$ cat config.mk
export PLATFORM = sky130hd
export DESIGN_NAME = mux_scan_sampler
export DESIGN_NICKNAME = d
export VERILOG_FILES = /design/src/rtl/mux_scan_sampler.sv
export SDC_FILE = /design/constraint.sdc
export NUM_CORES = 1
export LEC_CHECK = 0
export CAP_MARGIN = 0
export CORE_UTILIZATION = 41
export CTS_CLUSTER_SIZE = 30
export DETAILED_ROUTE_END_ITERATION = 10
export MAX_ROUTING_LAYER = met4
export PLACE_DENSITY = 0.67
export SLEW_MARGIN = 0
export SYNTH_ARGS = -nofsm -noshare
export SYNTH_HDL_FRONTEND = slang
export SYNTH_SLANG_ARGS = --single-unit
$ cat constraint.sdc
create_clock -name CLK -period 4.4 [get_ports CLK]
set_clock_uncertainty 0.15 [all_clocks]
set_input_delay 0.44 -clock CLK [delete_from_list [all_inputs] [get_ports CLK]]
set_output_delay 0.44 -clock CLK [all_outputs]
set_load 0.1 [all_outputs]
$ cat src/rtl/mux_scan_sampler.sv
// Scan sequencer around a 4:1 mux: steps the select through channels 0..3,
// samples each after a settle dwell and hands the 4-bit word off on valid/ready.
module mux_scan_sampler #(
  parameter int unsigned SETTLE = 2
) (
  input  logic       CLK,
  input  logic       RST,
  input  logic       START,
  input  logic       CONT,
  output logic [1:0] SL,
  input  logic       MUX_OUT,
  output logic [3:0] WORD,
  output logic       VALID,
  input  logic       READY,
  output logic       CHG,
  output logic       BUSY
);

  typedef enum logic [1:0] {
    ST_IDLE = 2'd0,
    ST_SCAN = 2'd1,
    ST_DONE = 2'd2
  } state_t;

  localparam logic [3:0] SETTLE_C = 4'(SETTLE);

  state_t     state_q, state_d;
  logic [1:0] sl_q, sl_d;
  logic [3:0] cnt_q, cnt_d;
  logic [2:0] stage_q, stage_d;
  logic [3:0] word_q, word_d;
  logic       valid_q, valid_d;
  logic       chg_q, chg_d;
  logic [3:0] last_q, last_d;
  logic       busy_q, busy_d;

  // State and datapath registers
  always_ff @(posedge CLK or posedge RST) begin
    if (RST) begin
      state_q <= ST_IDLE;
      sl_q    <= 2'd0;
      cnt_q   <= 4'd0;
      stage_q <= 3'd0;
      word_q  <= 4'd0;
      valid_q <= 1'b0;
      chg_q   <= 1'b0;
      last_q  <= 4'd0;
      busy_q  <= 1'b0;
    end else begin
      state_q <= state_d;
      sl_q    <= sl_d;
      cnt_q   <= cnt_d;
      stage_q <= stage_d;
      word_q  <= word_d;
      valid_q <= valid_d;
      chg_q   <= chg_d;
      last_q  <= last_d;
      busy_q  <= busy_d;
    end
  end

  // Next-state logic; channels 0..2 shift into stage_q from the top so that
  // channel k ends up in bit k once channel 3 is appended as the MSB.
  always_comb begin
    state_d = state_q;
    sl_d    = sl_q;
    cnt_d   = cnt_q;
    stage_d = stage_q;
    word_d  = word_q;
    valid_d = valid_q;
    chg_d   = chg_q;
    last_d  = last_q;
    busy_d  = busy_q;
    case (state_q)
      ST_IDLE: begin
        sl_d  = 2'd0;
        cnt_d = 4'd0;
        if (START || CONT) begin
          state_d = ST_SCAN;
          busy_d  = 1'b1;
        end else begin
          busy_d  = 1'b0;
        end
      end
      ST_SCAN: begin
        if (cnt_q == SETTLE_C) begin
          cnt_d = 4'd0;
          if (sl_q == 2'd3) begin
            word_d  = {MUX_OUT, stage_q};
            chg_d   = ({MUX_OUT, stage_q} != last_q);
            valid_d = 1'b1;
            sl_d    = 2'd0;
            state_d = ST_DONE;
          end else begin
            stage_d = {MUX_OUT, stage_q[2:1]};
            sl_d    = sl_q + 2'd1;
          end
        end else begin
          cnt_d = cnt_q + 4'd1;
        end
      end
      ST_DONE: begin
        sl_d = 2'd0;
        if (valid_q && READY) begin
          valid_d = 1'b0;
          last_d  = word_q;
          cnt_d   = 4'd0;
          if (CONT) begin
            state_d = ST_SCAN;
          end else begin
            state_d = ST_IDLE;
            busy_d  = 1'b0;
          end
        end else begin
          valid_d = valid_q;
        end
      end
      default: begin
        state_d = ST_IDLE;
        sl_d    = 2'd0;
        cnt_d   = 4'd0;
        valid_d = 1'b0;
        busy_d  = 1'b0;
      end
    endcase
  end

  assign SL    = sl_q;
  assign WORD  = word_q;
  assign VALID = valid_q;
  assign CHG   = chg_q;
  assign BUSY  = busy_q;

endmodule

# After elaboration in Yosys (flattened, before gate mapping)
# Index checks and enable logic that the tools add are counted.
dict set report totals {
  register_bits 22
  wordCells 53
  inputBits 6
}
dict set report classes {
  addsub 2
  mux 20
  n_eq_ne 10
  bitwise_logic 3
  n_reduce_logical 9
}
# op n
set op_table {}
lappend op_table {{2-to-1 mux 2 bit} 7}
lappend op_table {{inequality test 2 bit, second input constant} 5}
lappend op_table {{AND reduction 3 bit} 3}
lappend op_table {{2-to-1 mux 4 bit} 2}
lappend op_table {{case mux 4 bit (2 select lines)} 1}
lappend op_table {{AND reduction 4 bit} 2}
lappend op_table {{2-to-1 mux 1 bit} 7}
lappend op_table {{case mux 1 bit (3 select lines)} 2}
lappend op_table {{case mux 2 bit (3 select lines)} 1}
lappend op_table {{adder 4 x 1 -> 4 bit, second input constant} 1}
lappend op_table {{equality test 2 bit, second input constant} 2}
lappend op_table {{equality test 4 x 2 -> 1 bit, second input constant} 1}
lappend op_table {{inequality test 4 bit} 1}
lappend op_table {{NOT 1 bit} 3}
lappend op_table {{adder 2 x 1 -> 2 bit, second input constant} 1}
lappend op_table {{equality test 2 x 1 -> 1 bit, second input constant} 1}
lappend op_table {{logical NOT 2 bit} 1}
lappend op_table {{AND reduction 2 bit} 1}
lappend op_table {{logical AND 1 bit} 1}
lappend op_table {{logical OR 1 bit} 1}

# Longest topological paths before layout
dict set report depth {
  ltp_word 4
  depth_mapped 6
  ltp_nobuf 5
}

# Least setup slack after synthesis
# OpenSTA, ideal clock, no wires.
dict set report synth_path {
  kind {register to register}
  start {register sl_q[0] (netlist: SL[0])}
  end {register word_q[0] (netlist: WORD[0])}
  slack_ns 2.296
  n_path_buf 1
  setup_time_ns 0.126
  required_ns 4.124
  stages_incl_launch_ff 5
  arrival_ns 1.827
  synth_period_minus_slack_ns 2.104
  cell_sequence {dfrtp_1 ha_1 and3_1 buf_6 mux2_4}
}
dict set report synth_between {
  elab_chain_len 2
}
# item line_no
set synth_lines {}
lappend synth_lines {{from (decl)} 28} ;# logic [1:0] sl_q, sl_d;
lappend synth_lines {{from (signal assigned)} 51} ;# sl_q <= sl_d;
lappend synth_lines {{equality test 2 bit} 88} ;# if (sl_q == 2'd3) begin
lappend synth_lines {{AND reduction 3 bit (no source line)} n/a}
lappend synth_lines {{to (signal assigned)} 54} ;# word_q <= word_d;
lappend synth_lines {{to (decl)} 31} ;# logic [3:0] word_q, word_d;
# No other way between the ends.
# A chain may end at the register's enable or synchronous reset.

# Worst setup path after layout
dict set report layout_path {
  start {register valid_q (netlist: VALID)}
  end {output VALID}
}
# item line_no
set layout_lines {}
lappend layout_lines {{from (decl)} 32} ;# logic valid_q, valid_d;
lappend layout_lines {{from (signal assigned)} 55} ;# valid_q <= valid_d;
lappend layout_lines {{to (decl)} 13} ;# output logic VALID,
# No word-level cell between the ends.

==> out/metrics.csv <==
stage;metric;value;unit
clock_network;total clock buffers created by CTS;3;
yosys;number of unique standard cell types used by synthesis;33;
layout;fraction of layout instances using a drive strength above 1;17.0;%
critical_path;slowest cell delay on critical path;1.17;ns
route;DRC errors left;0;
sta;RSZ-0062 raised after global routing;false;
critical_path;worst setup path class;register to primary output;
global_route;maximum number of pins on one net before global-route repair;23;
critical_path;cell-by-cell listing of the critical path;clkdlybuf4s50_1;
layout;Final Util;50.8;%
global_route;Total GRT Usage;16.6;%
clock_network;Hold Buf Count CTS;0;
critical_path;critical path fanouts, max;5;
sta;post-route minimum period;2.51;ns
placed_design;number of placed cells counting well taps;127;
hold_path;kind of path behind the tightest hold check;register to register;
floorplanning;initial standard-cell utilization of the core;43.5;%
placed_design;Final Wtd Congestion;0.682;
layout;post-layout net count;111;
critical_path;data arrival at the endpoint of the critical path;1.92;ns
yosys;synthesized cell area;1090;um2
route;Total Routed Length;2.02;mm
floorplanning;Top-Level Pins;15;
yosys;share of flip-flops with an asynchronous set or reset;100;%
critical_path;family with the most delay on the worst path;buffers and inverters;
clock_network;number of sinks driven by the clock tree;22;
floorplanning;Core Area;2500;um2
clock_network;clock tree from TritonCTS;yes;
layout;post-route cell area;1270;um2
outcome;result of the run;complete, no violations;
clock_network;clock transition at the registers of the reported paths;0.11;ns
clock_network;post-cts resize count;0;
sta;final sum of negative setup slack;0;ns
global_route;GRT overflow;0;
clock_network;Setup Fix Bufs, Post-CTS;0;
sta;Final Max Tran Viols;0;
yosys;syn avg cell area;12.8;um2
yosys;flip-flop and latch count after synthesis;22;
clock_network;maximum level of the CTS H-tree;1;
sta;post-route fraction of the period consumed by the critical path;57.1;%
placed_design;Port Buffer Count;14;
route;Routed wire per std cell;15.5;um
yosys;sequential area share after synthesis;50.6;%
global_route;antenna violations before repair;0;
yosys;count of flip-flops with a built-in enable after synthesis;0;
yosys;cell count after synthesis;85;
flow_run;number of violations of the max-capacitance limit;0;
global_route;first-pass GRT wire length;3.20;mm
critical_path;Bufs and invs on worst path;1;
clock_network;number of buffers on the longest clock path;2;
sta;Setup-failing EPs final;0;
route;via/cell ratio;5.52;
route;Detailed Routing Iterations Pass 1;4;
critical_path;sort of element at the end of the critical path;primary output;
layout;synthesis-to-layout area growth;16.7;%
floorplanning;Die W;53.5;um
route;first-iteration detailed-routing DRC count;11;
layout;leading cell type in the layout, fill and taps excluded;sky130_fd_sc_hd__dfrtp_1;
route;remaining antenna violation count after routing;0;
layout;most frequent cells in the layout;sky130_fd_sc_hd__dfrtp_1, sky130_fd_sc_hd__clkdlybuf4s50_1, sky130_fd_sc_hd__nand3_1, sky130_fd_sc_hd__mux2_4;
route;Via Count;718;
floorplanning;area of the die;2860;um2
yosys;Yosys warning count;0;
clock_network;root buffer selected by CTS;sky130_fd_sc_hd__clkbuf_4;
floorplanning;Die Ht;53.5;um
sta;max-slew headroom at the worst pin;35.4;%
clock_network;clock insertion delay at the later pin of the skew report;0.30;ns
placed_design;DP Wirelength;1.41;mm
sta;top achievable clock speed;0.398;GHz
yosys;flip-flop cell with the highest count after synthesis;sky130_fd_sc_hd__dfrtp_1;
global_route;number of global-route vias before repair;648;
critical_path;cell with the largest stage delay on the worst path;sky130_fd_sc_hd__clkdlybuf4s50_1;
layout;final standard cell count with taps included and fillers excluded;130;
floorplanning;floorplan row count;18;
critical_path;Setup crit start kind;register;
sta;Hold Fails Final Rpt;0;
placed_design;Area after DPL;1250;um2
yosys;Post-Syn Nets;94;
sta;slew at the pin closest to its max-slew limit;0.966;ns
critical_path;Req. time, crit path;3.81;ns
layout;count of antenna diodes in the layout;0;
## synthesized netlist by cell type (2+ instances only)
cell	instances	area share, %
sky130_fd_sc_hd__nand3_1	5	2.3
sky130_fd_sc_hd__nor2_1	4	1.4
sky130_fd_sc_hd__mux2_1	4	4.1
sky130_fd_sc_hd__mux2_4	5	6.9
sky130_fd_sc_hd__nand2b_1	3	1.7
sky130_fd_sc_hd__nand2_1	2	0.69
sky130_fd_sc_hd__o2bb2ai_1	4	3.2
sky130_fd_sc_hd__mux2_2	3	3.1
sky130_fd_sc_hd__mux2i_1	2	1.8
sky130_fd_sc_hd__xnor2_1	4	3.2
sky130_fd_sc_hd__dfrtp_1	22	51
sky130_fd_sc_hd__ha_1	3	3.4
sky130_fd_sc_hd__inv_1	4	1.4
## logic make-up (layout without fill, tap and decap cells)
| group | Yosys count | after routing | synth area share (%) |
|---|---|---|---|
| fa+ha+maj | 3 | 3 | 3.45 |
| xor+xnor | 4 | 4 | 3.22 |
| simple gates | 25 | 25 | 16.0 |
| compound gates | 11 | 11 | 7.70 |
| buf+inv | 6 | 21 | 3.10 |
| mux | 14 | 14 | 16.0 |
| flops | 22 | 22 | 50.6 |
## layer usage
layer / track usage [%] / share of wire (%)
met4: 5.70 / 0.74
met1: 22.8 / 50
met5: - / 0
met2: 22.9 / 45
met3: 4.89 / 3.9
## final timing paths
check	cells after the start	startpoint	slack, ns	end
worst min register to register	1	last_q[0]	0.37	last_q[0]
worst min-delay path	1	last_q[0]	0.37	last_q[0]
worst max-delay path	1	VALID	1.89	VALID
max in group asynchronous	2	RST	3.14	SL[0]
min in group asynchronous	2	RST	0.44	CHG
worst max register to register	5	cnt_q[0]	2.35	WORD[0]
## sequential cells by signal, summed over array words and instances, names as in the netlist
name     flops
stage_q      3
state_q      2
SL           2
CHG          1
WORD         4
last_q       4
BUSY         1
VALID        1
cnt_q        4
## cell type report
type                       instances  area (um2)
clock buffer                       3        22.5
fill                             238        1230
sequential                        22         551
timing repair buffer              14         140
inverter                           4        15.0
multi-input combinational         57         504
tap                               30        37.5
## metrics by stage
| step | hold slack [ns] | worst slack, ns |
|---|---|---|
| 5_1_grt | 0.395 | 1.82 |
| 3_3_place_gp | 0.345 | 2.24 |
| 6_report | 0.375 | 1.89 |
| 3_5_place_dp | 0.356 | 2.22 |
| 4_1_cts | 0.384 | 1.86 |
| 2_1_floorplan | 0.279 | 2.30 |
Power is not shown: default switching activity piles up to over one toggle a cycle in this logic, so the estimate is an artifact.
